[config.mk]
export PLATFORM = sky130hd
export DESIGN_NAME = regs_writer
export DESIGN_NICKNAME = d
export VERILOG_FILES = /design/src/rtl/regs_writer_pkg.sv /design/src/rtl/regs_writer_fifo.sv /design/src/rtl/regs_writer.sv
export SDC_FILE = /design/constraint.sdc
export NUM_CORES = 1
export LEC_CHECK = 0
export CAP_MARGIN = 0
export CORE_ASPECT_RATIO = 2
export CORE_MARGIN = 1
export CORE_UTILIZATION = 45
export CTS_BUF_LIST = sky130_fd_sc_hd__clkbuf_8 sky130_fd_sc_hd__clkbuf_16
export DETAILED_ROUTE_END_ITERATION = 7
export HOLD_SLACK_MARGIN = 0.02
export PLACE_DENSITY = 0.77
export SYNTH_ARGS = -nofsm -noshare
export SYNTH_HDL_FRONTEND = slang
export SYNTH_SLANG_ARGS = --single-unit
[constraint.sdc]
create_clock -name i_clk -period 2.51 [get_ports i_clk]
set_clock_uncertainty 0.1 [all_clocks]
set_input_delay 0.251 -clock i_clk [delete_from_list [all_inputs] [get_ports i_clk]]
set_output_delay 0.251 -clock i_clk [all_outputs]
set_load 0.005 [all_outputs]
[src/rtl/regs_writer_pkg.sv]
// regs_writer_pkg: shared widths, x0 constant and writeback source encoding
package regs_writer_pkg;
  localparam int REG_ADDR_W = 5;
  localparam int XLEN = 32;
  localparam logic [REG_ADDR_W-1:0] X0 = '0;
  typedef enum logic [1:0] {SRC_NONE, SRC_ALU, SRC_LSU} wb_src_e;
endpackage

[src/rtl/regs_writer_fifo.sv]
// regs_writer_fifo: synchronous FIFO with wrap-bit pointers for LSU results
module regs_writer_fifo #(
  parameter int WIDTH = 37,
  parameter int DEPTH = 2
) (
  input  logic             i_clk,
  input  logic             i_rst_n,
  input  logic             i_push,
  input  logic             i_pop,
  input  logic [WIDTH-1:0] i_dat,
  output logic [WIDTH-1:0] o_dat,
  output logic             o_full,
  output logic             o_empty
);
  localparam int AW = $clog2(DEPTH);
  logic [AW:0] wr_q, wr_d, rd_q, rd_d;
  logic [WIDTH-1:0] mem_q [DEPTH];
  logic push_ok, pop_ok;
  assign o_empty = wr_q == rd_q;
  assign o_full = (wr_q[AW] != rd_q[AW]) && (wr_q[AW-1:0] == rd_q[AW-1:0]);
  assign o_dat = mem_q[rd_q[AW-1:0]];
  assign push_ok = i_push && !o_full;
  assign pop_ok = i_pop && !o_empty;
  assign wr_d = wr_q + {{AW{1'b0}}, push_ok};
  assign rd_d = rd_q + {{AW{1'b0}}, pop_ok};
  // pointer registers; extra MSB distinguishes full from empty
  always_ff @(posedge i_clk or negedge i_rst_n) begin
    if (!i_rst_n) begin
      wr_q <= '0;
      rd_q <= '0;
    end else begin
      wr_q <= wr_d;
      rd_q <= rd_d;
    end
  end
  // storage needs no reset, the pointers define which entries are live
  always_ff @(posedge i_clk) begin
    if (push_ok) mem_q[wr_q[AW-1:0]] <= i_dat;
  end
endmodule

[src/rtl/regs_writer.sv]
// regs_writer: merges ALU and LSU writebacks into one registered regfile write port
module regs_writer
  import regs_writer_pkg::*;
#(
  parameter int LSU_DEPTH    = 2,
  parameter int STARVE_MAX   = 4,
  parameter int PASS_THROUGH = 1
) (
  input  logic        i_clk,
  input  logic        i_rst_n,
  input  logic        i_alu_valid,
  input  logic [4:0]  i_alu_rd,
  input  logic [31:0] i_alu_dat,
  output logic        o_alu_stall,
  input  logic        i_lsu_valid,
  output logic        o_lsu_ready,
  input  logic [4:0]  i_lsu_rd,
  input  logic [31:0] i_lsu_dat,
  input  logic        i_issue_valid,
  input  logic [4:0]  i_issue_rd,
  input  logic [4:0]  i_chk_rs1,
  input  logic [4:0]  i_chk_rs2,
  input  logic [4:0]  i_chk_rd,
  output logic        o_hazard,
  output logic [31:0] o_pending,
  output logic        o_we,
  output logic [4:0]  o_addr_wr,
  output logic [31:0] o_dat_wr
);
  localparam int CW = $clog2(STARVE_MAX + 1);
  logic [CW-1:0] cnt_q, cnt_d;
  logic [XLEN-1:0] pend_q, pend_d, set_mask, clr_mask;
  logic we_q, we_d;
  logic [REG_ADDR_W-1:0] addr_q, addr_d, head_rd, sel_rd;
  logic [XLEN-1:0] dat_q, dat_d, head_dat, sel_dat;
  logic fifo_full, fifo_empty, push, pop, fwd_haz;
  wb_src_e src;

  regs_writer_fifo #(.WIDTH(REG_ADDR_W + XLEN), .DEPTH(LSU_DEPTH)) u_fifo (
    .i_clk   (i_clk),
    .i_rst_n (i_rst_n),
    .i_push  (push),
    .i_pop   (pop),
    .i_dat   ({i_lsu_rd, i_lsu_dat}),
    .o_dat   ({head_rd, head_dat}),
    .o_full  (fifo_full),
    .o_empty (fifo_empty)
  );

  function automatic logic busy(input logic [XLEN-1:0] p, input logic [REG_ADDR_W-1:0] r);
    return (r != X0) && p[r];
  endfunction

  assign o_alu_stall = cnt_q >= CW'(STARVE_MAX);
  assign o_lsu_ready = !fifo_full;
  assign push = i_lsu_valid && o_lsu_ready;
  assign pop = src == SRC_LSU;
  assign o_we = we_q;
  assign o_addr_wr = addr_q;
  assign o_dat_wr = dat_q;
  assign o_pending = pend_q;

  // arbitration: ALU wins unless starved-out, otherwise drain the FIFO head
  always_comb begin
    src = (!o_alu_stall && i_alu_valid) ? SRC_ALU : (!fifo_empty ? SRC_LSU : SRC_NONE);
    sel_rd = (src == SRC_ALU) ? i_alu_rd : head_rd;
    sel_dat = (src == SRC_ALU) ? i_alu_dat : head_dat;
    we_d = (src != SRC_NONE) && (sel_rd != X0);
    addr_d = we_d ? sel_rd : addr_q;
    dat_d = we_d ? sel_dat : dat_q;
    cnt_d = (fifo_empty || pop) ? '0 : cnt_q + CW'(1);
  end

  // scoreboard next state; an issue in the same cycle as the clearing pop keeps the bit
  always_comb begin
    set_mask = (i_issue_valid && i_issue_rd != X0) ? (XLEN'(1) << i_issue_rd) : '0;
    clr_mask = pop ? (XLEN'(1) << head_rd) : '0;
    pend_d = (pend_q & ~clr_mask) | set_mask;
  end

  // hazard against pending long-latency results, plus the in-flight write without forwarding
  always_comb begin
    fwd_haz = (PASS_THROUGH == 0) && we_q &&
              ((addr_q == i_chk_rs1 && i_chk_rs1 != X0) || (addr_q == i_chk_rs2 && i_chk_rs2 != X0));
    o_hazard = busy(pend_q, i_chk_rs1) || busy(pend_q, i_chk_rs2) || busy(pend_q, i_chk_rd) || fwd_haz;
  end

  // output write port, starvation counter and scoreboard state
  always_ff @(posedge i_clk or negedge i_rst_n) begin
    if (!i_rst_n) begin
      we_q <= 1'b0;
      addr_q <= '0;
      dat_q <= '0;
      cnt_q <= '0;
      pend_q <= '0;
    end else begin
      we_q <= we_d;
      addr_q <= addr_d;
      dat_q <= dat_d;
      cnt_q <= cnt_d;
      pend_q <= pend_d;
    end
  end
endmodule

Yosys cells after proc, flatten, opt, wreduce, memory -nomap -nowiden. Memories as Yosys holds them, arrays and structs flattened. Index checks and enable logic that the tools add are counted.

Flip-flop bits (word level): 77. Bits in writable memories: 74. Bits of input ports: 99. Output and inout port bits: 73. Logic and storage cells: 62. Memories: 1.

Memory list: u_fifo.mem_q (words 2, width 37, read ports 1, clocked after Yosys merged registers in 0, write ports 1, line regs_writer_fifo.sv:17) `logic [WIDTH-1:0] mem_q [DEPTH];`.

Add/subtract/negate cells: 3. $lt $le $gt $ge: 4. Equality and inequality tests: 5. Shift-type cells: 2. Mux-type cells: 15. Bitwise operators: 3. Reductions and logical operators: 22.

Operators with widths (count): $mux 32 (3); $shl 1x5->32 const A (2); $and 32x32->32 (1); $not 32->32 (1); $or 32x32->32 (1); $reduce_bool 5->1 (5); $lt 5x6->1 const B (3); $bmux 1 s5 (3); $logic_and 1x1->1 (10); $mux 1 (5); $mux 5 (1); $add 2x1->2 (2); $mux 2 (2); $add 3x1->3 const B (1); $ge 3x3->1 const B (1); $logic_not 1->1 (3); $logic_or 1x1->1 (3); $mux 3 (1); $eq 2x1->1 const B (1); $eq 2x2->1 (1); $eq 2x2->1 const B (1); $reduce_bool 2->1 (1); $eq 1x1->1 (1); $ne 1x1->1 (1).

Logic depth before layout (Yosys ltp). Gate-level depths: netlist (run 1).

Depth in word-level cells: 9. Depth in mapped cells: 8. Depth with buffers taken out: 5.

Hierarchy. From an unflattened synthesis (run 1), not the netlist that was laid out.

Cells, all modules: 569. Area, all modules: 6981.7 um^2.

By module, submodules not included: regs_writer (times used 1, cells an instance 435, area an instance 4050.1 um^2, sequential area each 1826.8 um^2); regs_writer_fifo (times used 1, cells an instance 134, area an instance 2931.6 um^2, sequential area each 2322.2 um^2).

Worst setup path after synthesis (run 1). Ideal clock, no wire load.

Path type: register to register. Start: register u_fifo.rd_q[1]. End: memory u_fifo.mem_q[1][0] (enable). Setup time: 0.399 ns. Data arrival time: 1.998 ns. Path slack: 0.012 ns. Stages on the path, launching flop included: 5. Path buffers: 0. Clock period less this slack: 2.498 ns. Cell sequence: dfrtp_1 > xnor2_1 > nand2b_1 > and2_1 > ha_1.

Cells in the longest elaborated chain, start to end: 7.

RTL lines: from (decl) (line regs_writer_fifo.sv:16) `logic [AW:0] wr_q, wr_d, rd_q, rd_d;`; from (signal assigned) (line regs_writer_fifo.sv:33) `rd_q <= rd_d;`; $ne 1x1->1 * (line regs_writer_fifo.sv:20) `assign o_full = (wr_q[AW] != rd_q[AW]) && (wr_q[AW-1:0] == rd_q[AW-1:0]);`; $logic_and 1x1->1 * (line regs_writer_fifo.sv:20); $logic_not 1->1 * (line regs_writer.sv:55) `assign o_lsu_ready = !fifo_full;`; named net o_lsu_ready (line regs_writer.sv:16) `output logic o_lsu_ready,`; $logic_and 1x1->1 (line regs_writer.sv:56) `assign push = i_lsu_valid && o_lsu_ready;`; $logic_and 1x1->1 * (line regs_writer_fifo.sv:22) `assign push_ok = i_push && !o_full;`; $mux 1 * (line regs_writer_fifo.sv:38) `if (push_ok) mem_q[wr_q[AW-1:0]] <= i_dat;`; $mux 1 (not written as such) * (line regs_writer_fifo.sv:38); to (decl) (line regs_writer_fifo.sv:17).

Mark *: on every way through the listed nets, which the timed path passes. The rest lies on a longest branch.

Worst setup path after layout (run 1).
Start: register pend_q[16] (netlist: o_pending[16]). End: output o_hazard.

Cells in the longest elaborated chain, start to end: 5. Elaborated cells between the ends (all ways): 11. Those cells by class: mux: 6; reduce/logical: 5.

RTL lines: from (decl) (line regs_writer.sv:32) `logic [XLEN-1:0] pend_q, pend_d, set_mask, clr_mask;`; from (signal assigned) (line regs_writer.sv:101) `pend_q <= pend_d;`; $bmux 1 s5 (line regs_writer.sv:51) `return (r != X0) && p[r];`; $mux 1 (not written as such) (line regs_writer.sv:51); $logic_and 1x1->1 (line regs_writer.sv:51); $logic_or 1x1->1 (line regs_writer.sv:85) `o_hazard = busy(pend_q, i_chk_rs1) || busy(pend_q, i_chk_rs2) || busy(pend_q, i_chk_rd) || fwd_haz;`; $logic_or 1x1->1 * (line regs_writer.sv:85); to (decl) (line regs_writer.sv:24) `output logic o_hazard,`.

Mark *: on every way between the ends. The rest lies on a longest branch, timed or not. The select of a mux whose other input is x is not followed.

==> run metrics, run 1 <==
run status complete, no violations; Main synth FF type dfrtp_1; Synth area leaders edfxtp_1 31%, dfrtp_1 27%, o21ai_0 7.0%; Die Ht 181 um; Slew Viols, Final 0; Via density 5.56; count of cell types in the netlist 54; P_sw 3.88 mW; Tcrit/Tclk final 0.992; WP buf/inv 1; Clock transition at path regs 0.06 ns; CP peak stage delay 0.48 ns; DPL Wire Length 15.3 mm; share of layout cells above drive strength 1 0.220; die width 91.3 um; Initial Util 0.457; Switching Share 0.334; hold_ws 0.258 ns; root buf cell clkbuf_16; post-synth top area share 0.310; most common cell after layout, fill and taps aside clkdlybuf4s50_1; largest net degree at the start of global routing 42; Crit Path Class register to output port; placer's final routability congestion estimate 0.864; DRC 0; Post-synth EDFFs 74; CTS Buffer Depth 2; CP Launch Type register; combinational share of power 0.414; Power Dens Cells 1160 nW/um^2; fillcell total 1179; worst-margin pin slew 0.811 ns; final WL 20.6 mm; FF+latch count, synth 151; worst vdd ir 782 uV; Synthesized Nets 649; synth warn 0; number of global-route vias before repair 5926; Initial DRC Count 193; Port Buffers 171; initial antenna violation count 1; H-Tree Depth 4; reg-to-reg startpoint u_fifo.rd_q[0]; syn avg cell area 13.2 um^2; asr flop ratio synth 0.510; Lkg Pwr 4.02 nW; Antenna Nets Post-Route 0; Cell Area, Synth 7170 um^2; Die ar. 16500 um^2; core area 15700 um^2; via count 5408; Flop pwr share 0.376; Max FO, Critical Path 4; Rel. slew slack 0.459; CP Cell Sequence mux4_2 -> mux2_2 -> o211ai_1 -> nand4_1 -> buf_2; clk sinks 151; reg-to-reg setup timing slack 0.21 ns; clk_lat worst skew 0.41 ns; final global-route overflow total 0; Worst R2R End o_pending[9]; fmax 402 MHz; unrepaired setup endpoints after global routing no; drt first pass iters 4; IO Pins 172; register area share after synthesis 0.578; nets 862; CTS tree built; cell-internal power 7.73 mW; first-pass GRT wire length 31.7 mm; most frequent cells in the layout 166 x clkdlybuf4s50_1, 100 x o21ai_0, 74 x edfxtp_1, 69 x dfrtp_1, 52 x nand2_1; cell accounting for the most synthesized area edfxtp_1; Worst Path Required 2.16 ns; WL per Instance 21.1 um; CTS Buf Count 17; Hold Vio Cnt, Final 0; setup violators final 0; Placed Cells 927; minimum clock period 2.49 ns; Clk pwr share 0.209; Worst Hold Class input port to async pin; CP top delay family multiplexers; Finished Layout Cells 973; CP max stage cell mux4_2; cells after synthesis 545; Worst Path Arrival 2.14 ns; FP Rows 65; Max-Cap Viols 0; worst reg2reg path depth 5; Area Growth Syn to Fin 39.9%; global-route usage over all layers 0.255; Worst Setup End Kind output port
[power groups by stage]
stage	logic [mW]	clock network (mW)	registers, mW
floorplan	2.34	0	4.25
detailed placement	4.56	0	4.43
CTS	4.83	2.46	4.36
global placement	4.48	0	4.38
finish	4.81	2.43	4.37
global route	5.12	2.56	4.48
[worst reg2reg max path, cell delays in order (launching register included)]
cell     delay [ns]
dfrtp_2        0.57
buf_4          0.37
nor2_1         0.11
a32oi_1        0.63
o21ai_0        0.21
o21ai_0        0.18
[how the worst max path moves through the flow]
stage          depth (start not counted)      startpoint                  to
2_1_floorplan                          4  u_fifo.rd_q[1]  u_fifo.mem_q[1][0]
3_3_place_gp                           8    i_chk_rs1[0]            o_hazard
3_5_place_dp                           8    i_chk_rs1[0]            o_hazard
4_1_cts                                5   o_pending[24]            o_hazard
5_1_grt                                5   o_pending[26]            o_hazard
6_report                               5   o_pending[16]            o_hazard
[area by class of cell]
cell class	count	area [um^2]	area share
timing repair buffer	223	2150	0.214
tap	201	251	0.0251
sequential	151	4160	0.415
clock inverter	15	135	0.0135
inverter	14	52.6	0.00524
antenna	1	2.50	0.000249
clock buffer	17	425	0.0424
multi-input combinational	351	2860	0.285
[flip-flops by register name, summed over array words and instances, names as in the netlist]
register and cells:
o_addr_wr 5, cnt_q 3, o_pending 32, u_fifo.rd_q 2, o_we 1, o_dat_wr 32, u_fifo.mem_q 74, u_fifo.wr_q 2
[metrics by stage]
| step | worst slack (ns) | util | power (mW) | TNS [ns] | instance area (um^2) |
|---|---|---|---|---|---|
| final | 0.0203 | 0.639 | 11.6 | 0 | 10000 |
| after global routing | 0.000389 | 0.639 | 12.2 | 0 | 10000 |
| after CTS | 0.0357 | 0.637 | 11.7 | 0 | 10000 |
| after detailed placement | -0.479 | 0.593 | 8.99 | -0.479 | 9310 |
| after global placement | -0.512 | 0.593 | 8.86 | -0.512 | 9310 |
| after floorplan | 0.0124 | - | 6.59 | 0 | 7170 |
[metal layers]
| metal | part of all wire | wire length [um] | track usage |
|---|---|---|---|
| met5 | 0 | 0 | 0 |
| met1 | 0.34 | 6990 | 0.253 |
| met3 | 0.041 | 842 | 0.0443 |
| met4 | 0.041 | 850 | 0.140 |
| met2 | 0.58 | 11900 | 0.490 |
[kinds of logic (layout without fill, tap and decap cells)]
logic type	count (synthesis)	in the layout	synth area share
DFF	151	151	0.578
adders and majority gates	5	5	0.00872
other	0	1	0
AOI/OAI and AO/OA	136	136	0.111
buffers and inverters	43	269	0.0305
and+or+nand+nor	106	106	0.0745
xor gates and xnor gates	4	4	0.00593
muxes	100	100	0.191
[synth_stat cells (all sizes together) (2+ instances only)]
master and number:
edfxtp 74, mux2 39, mux2i 45, xor2 2
buf 18, nor2 8, or2 6, ha 5
mux4 16, a21oi 6, o211ai 3, xnor2 2
inv 14, clkbuf 11, nor2b 5, dfrtp 77
a211oi 4, nor3b 4, nor3 3, a2111oi 5
nand2 52, a311oi 2, nand3 6, and3 3
a31oi 2, nand2b 8, nand3b 7, o21ai 100
[timing repair]
action                                 in CTS  in global routing
hold buffers                                1                  0
gates resized for setup                    18                  8
pin swaps                                   3                  1
buffers inserted                           12                  0
setup endpoints to repair                   1                  3
endpoints found under the hold margin      38                  0
Note: power is estimated with default switching activity, not from simulation.
==> inputs of run 2 (changes only) <==
TNS_END_PERCENT = 100   (was unset)
==> results of run 2 <==
No change in the layout: final DEF, timing and power equal those of run 1.
==> inputs of run 3 (changes only) <==
GPL_TIMING_DRIVEN = 1   (was unset)
PLACE_DENSITY = 0.78   (was 0.77)
SYNTH_HIERARCHICAL = 1   (was unset)
==> run metrics, run 3 <==
run status complete, no violations; share of layout cells above drive strength 1 0.199 (-0.0212); H-Tree Depth 4 (unchanged); GR Layer Usage met2 0.516 (+0.0256); Power Dens Cells 1190 nW/um^2 (+2.5%); Synthesized Nets 673 (+3.7%); Hold Vio Cnt, Final 0 (unchanged); count of cell types in the netlist 50 (-7.4%); Worst Hold Class input port to register; DRC 0 (unchanged); post-layout util 0.647 (+0.00782); initial antenna violation count 0 (-1); met1 Use GR 0.250 (-0.00248); Max-Cap Viols 0 (unchanged); Cell Area, Synth 6980 um^2 (-2.7%); core area 15200 um^2 (-3.1%); CTS tree built; Inserted Diodes 0 (-1); Multi-input gate area 2680 um^2 (-6.2%); number of global-route vias before repair 5889 (-0.62%); minimum clock period 2.49 ns (-0.00194 ns); fmax 402 MHz (about the same); most frequent cells in the layout 165 x clkdlybuf4s50_1, 83 x nand2_1, 74 x dfrtp_1, 74 x edfxtp_1, 61 x o21ai_0; nets 889 (+3.1%); largest net degree at the start of global routing 78 (+86%); clk_lat worst skew 0.41 ns (about the same); Die ar. 16000 um^2 (-2.6%); Antenna Nets Post-Route 0 (unchanged); asr flop ratio synth 0.510 (unchanged); Port Buffers 171 (unchanged); fillcell total 1201 (+1.9%); FF+latch count, synth 151 (unchanged); final global-route overflow total 0 (unchanged); Main synth FF type dfrtp_1; CTS Buf Count 17 (unchanged); first-pass GRT wire length 31.6 mm (-0.26%); Die Ht 178 um (-1.3%); cells after synthesis 569 (+4.4%); Reg area 4150 um^2 (-0.15%); Initial Util 0.459 (+0.00189); Via density 5.56 (about the same); gr busiest metal met2; root buf cell clkbuf_16; global-route usage over all layers 0.263 (+0.00728); Worst Setup End Kind output port; worst-margin pin slew 1.03 ns (+0.220 ns); top cells by count, synth 83 x nand2_1, 77 x dfrtp_1, 74 x edfxtp_1, 61 x o21ai_0, 44 x nor2_1; setup total negative slack 0 ns (unchanged); drt first pass iters 5 (+1); Max FO, Critical Path 6 (+2); FP Rows 64 (-1.5%); Slew Viols, Final 0 (unchanged); Tcrit/Tclk final 0.991 (about the same); most common cell after layout, fill and taps aside clkdlybuf4s50_1; Initial DRC Count 298 (+54%); Clock transition at path regs 0.06 ns (about the same); placer's final routability congestion estimate 0.937 (+8.4%); synth warn 6 (+6); post-synth top area share 0.318 (+0.00849); Worst Path Arrival 2.14 ns (about the same); die width 90.1 um (-1.3%); Area Growth Syn to Fin 41.0%; IO Pins 172 (unchanged); Lkg Pwr 3.85 nW (-4.2%); area post-placement 9250 um^2 (-0.69%); cell accounting for the most synthesized area edfxtp_1; register area share after synthesis 0.594 (+0.0159); Post-synth EDFFs 74 (unchanged); unrepaired setup endpoints after global routing yes; worst hold stages 3; final WL 20.3 mm (-1.2%); Largest register FFs 74 (unchanged); worst reg2reg path depth 7 (+2); GR met3 Demand/Resource 0.0524 (+0.00813); setup violators final 0 (unchanged); Synth area leaders edfxtp_1 32%, dfrtp_1 28%, mux2_2 5.3%; Finished Cell Area 9840 um^2 (-1.9%); CP Launch Type input port; worst vdd ir 928 uV (+19%); hold_ws 0.298 ns (+0.0401 ns); DPL Wire Length 15.3 mm (about the same); Power, Total 11.7 mW (+0.60%); Worst Path Required 2.16 ns (about the same); Crit Path Class input port to output port; WL per Instance 20.4 um (-3.5%); syn avg cell area 12.3 um^2 (-6.8%); Rel. slew slack 0.313 (-0.146); CTS Buffer Depth 2 (unchanged); count leader, synth nand2_1; clk sinks 151 (unchanged); via count 5533 (+2.3%)
run 3: layout make-up:
cell class,count,area share
repair buffers,229,0.223
well taps,198,0.0252
multi-input cells,375,0.272
flip-flops and latches,151,0.422
inverters,11,0.00419
clock buffers,17,0.0432
clock inverters,15,0.0102
run 3: cells by family after synthesis:
kind of cell / Yosys count / share of synthesized area
adders and majority gates: 5 / 0.00896
and+or+nand+nor: 176 / 0.114
buffers and inverters: 43 / 0.0297
muxes: 65 / 0.139
AOI/OAI and AO/OA: 123 / 0.106
xor gates and xnor gates: 6 / 0.00753
DFF: 151 / 0.594
run 3: path summary, 6_finish.rpt:
check	start	endpoint	slack [ns]
max in group asynchronous	i_rst_n	u_fifo/rd_q[0]	1.12
worst min-delay path	i_alu_dat[22]	o_dat_wr[22]	0.30
min in group asynchronous	i_rst_n	o_dat_wr[12]	0.46
worst max-delay path	i_chk_rs1[2]	o_hazard	0.02
worst max register to register	u_fifo/rd_q[0]	o_dat_wr[4]	0.19
worst min register to register	cnt_q[0]	cnt_q[0]	0.39
run 3: worst max-delay path, stage by stage:
cell and delay, ns:
clkdlybuf4s50_1 0.56, buf_4 0.21, a21oi_1 0.11, a31oi_1 0.05, o311ai_1 0.49, o32a_2 0.22
nand4_1 0.09, buf_2 0.14
run 3: what timing repair did:
item,CTS,global route
setup endpoints to repair,1,13
pin swaps,2,0
hold buffers,1,0
buffers inserted,4,0
gates resized for setup,16,8
cloned,0,0
hold endpoints to repair,77,0
run 3: metrics by stage:
stage	worst slack (ns)	instances
after floorplan	0.200	569
after global placement	-0.552	959
after detailed placement	-0.559	959
after CTS	0.0137	996
after global routing	-0.0394	996
final	0.0223	996
run 3: routing by layer:
| layer | share of wire | vias up | wire [um] |
|---|---|---|---|
| met5 | 0 | - | 0 |
| met4 | 0.040 | 0 | 817 |
| met3 | 0.051 | 44 | 1040 |
| met2 | 0.58 | 226 | 11800 |
| met1 | 0.33 | 2730 | 6660 |
| li1 | - | 2533 | - |
run 3: where the power goes:
part           internal [mW]  total (mW)  switching (mW)  leakage, nW
clock                   1.33        2.27           0.942        0.275
combinational           2.75        5.04            2.29         1.98
sequential              3.73        4.36           0.627         1.60
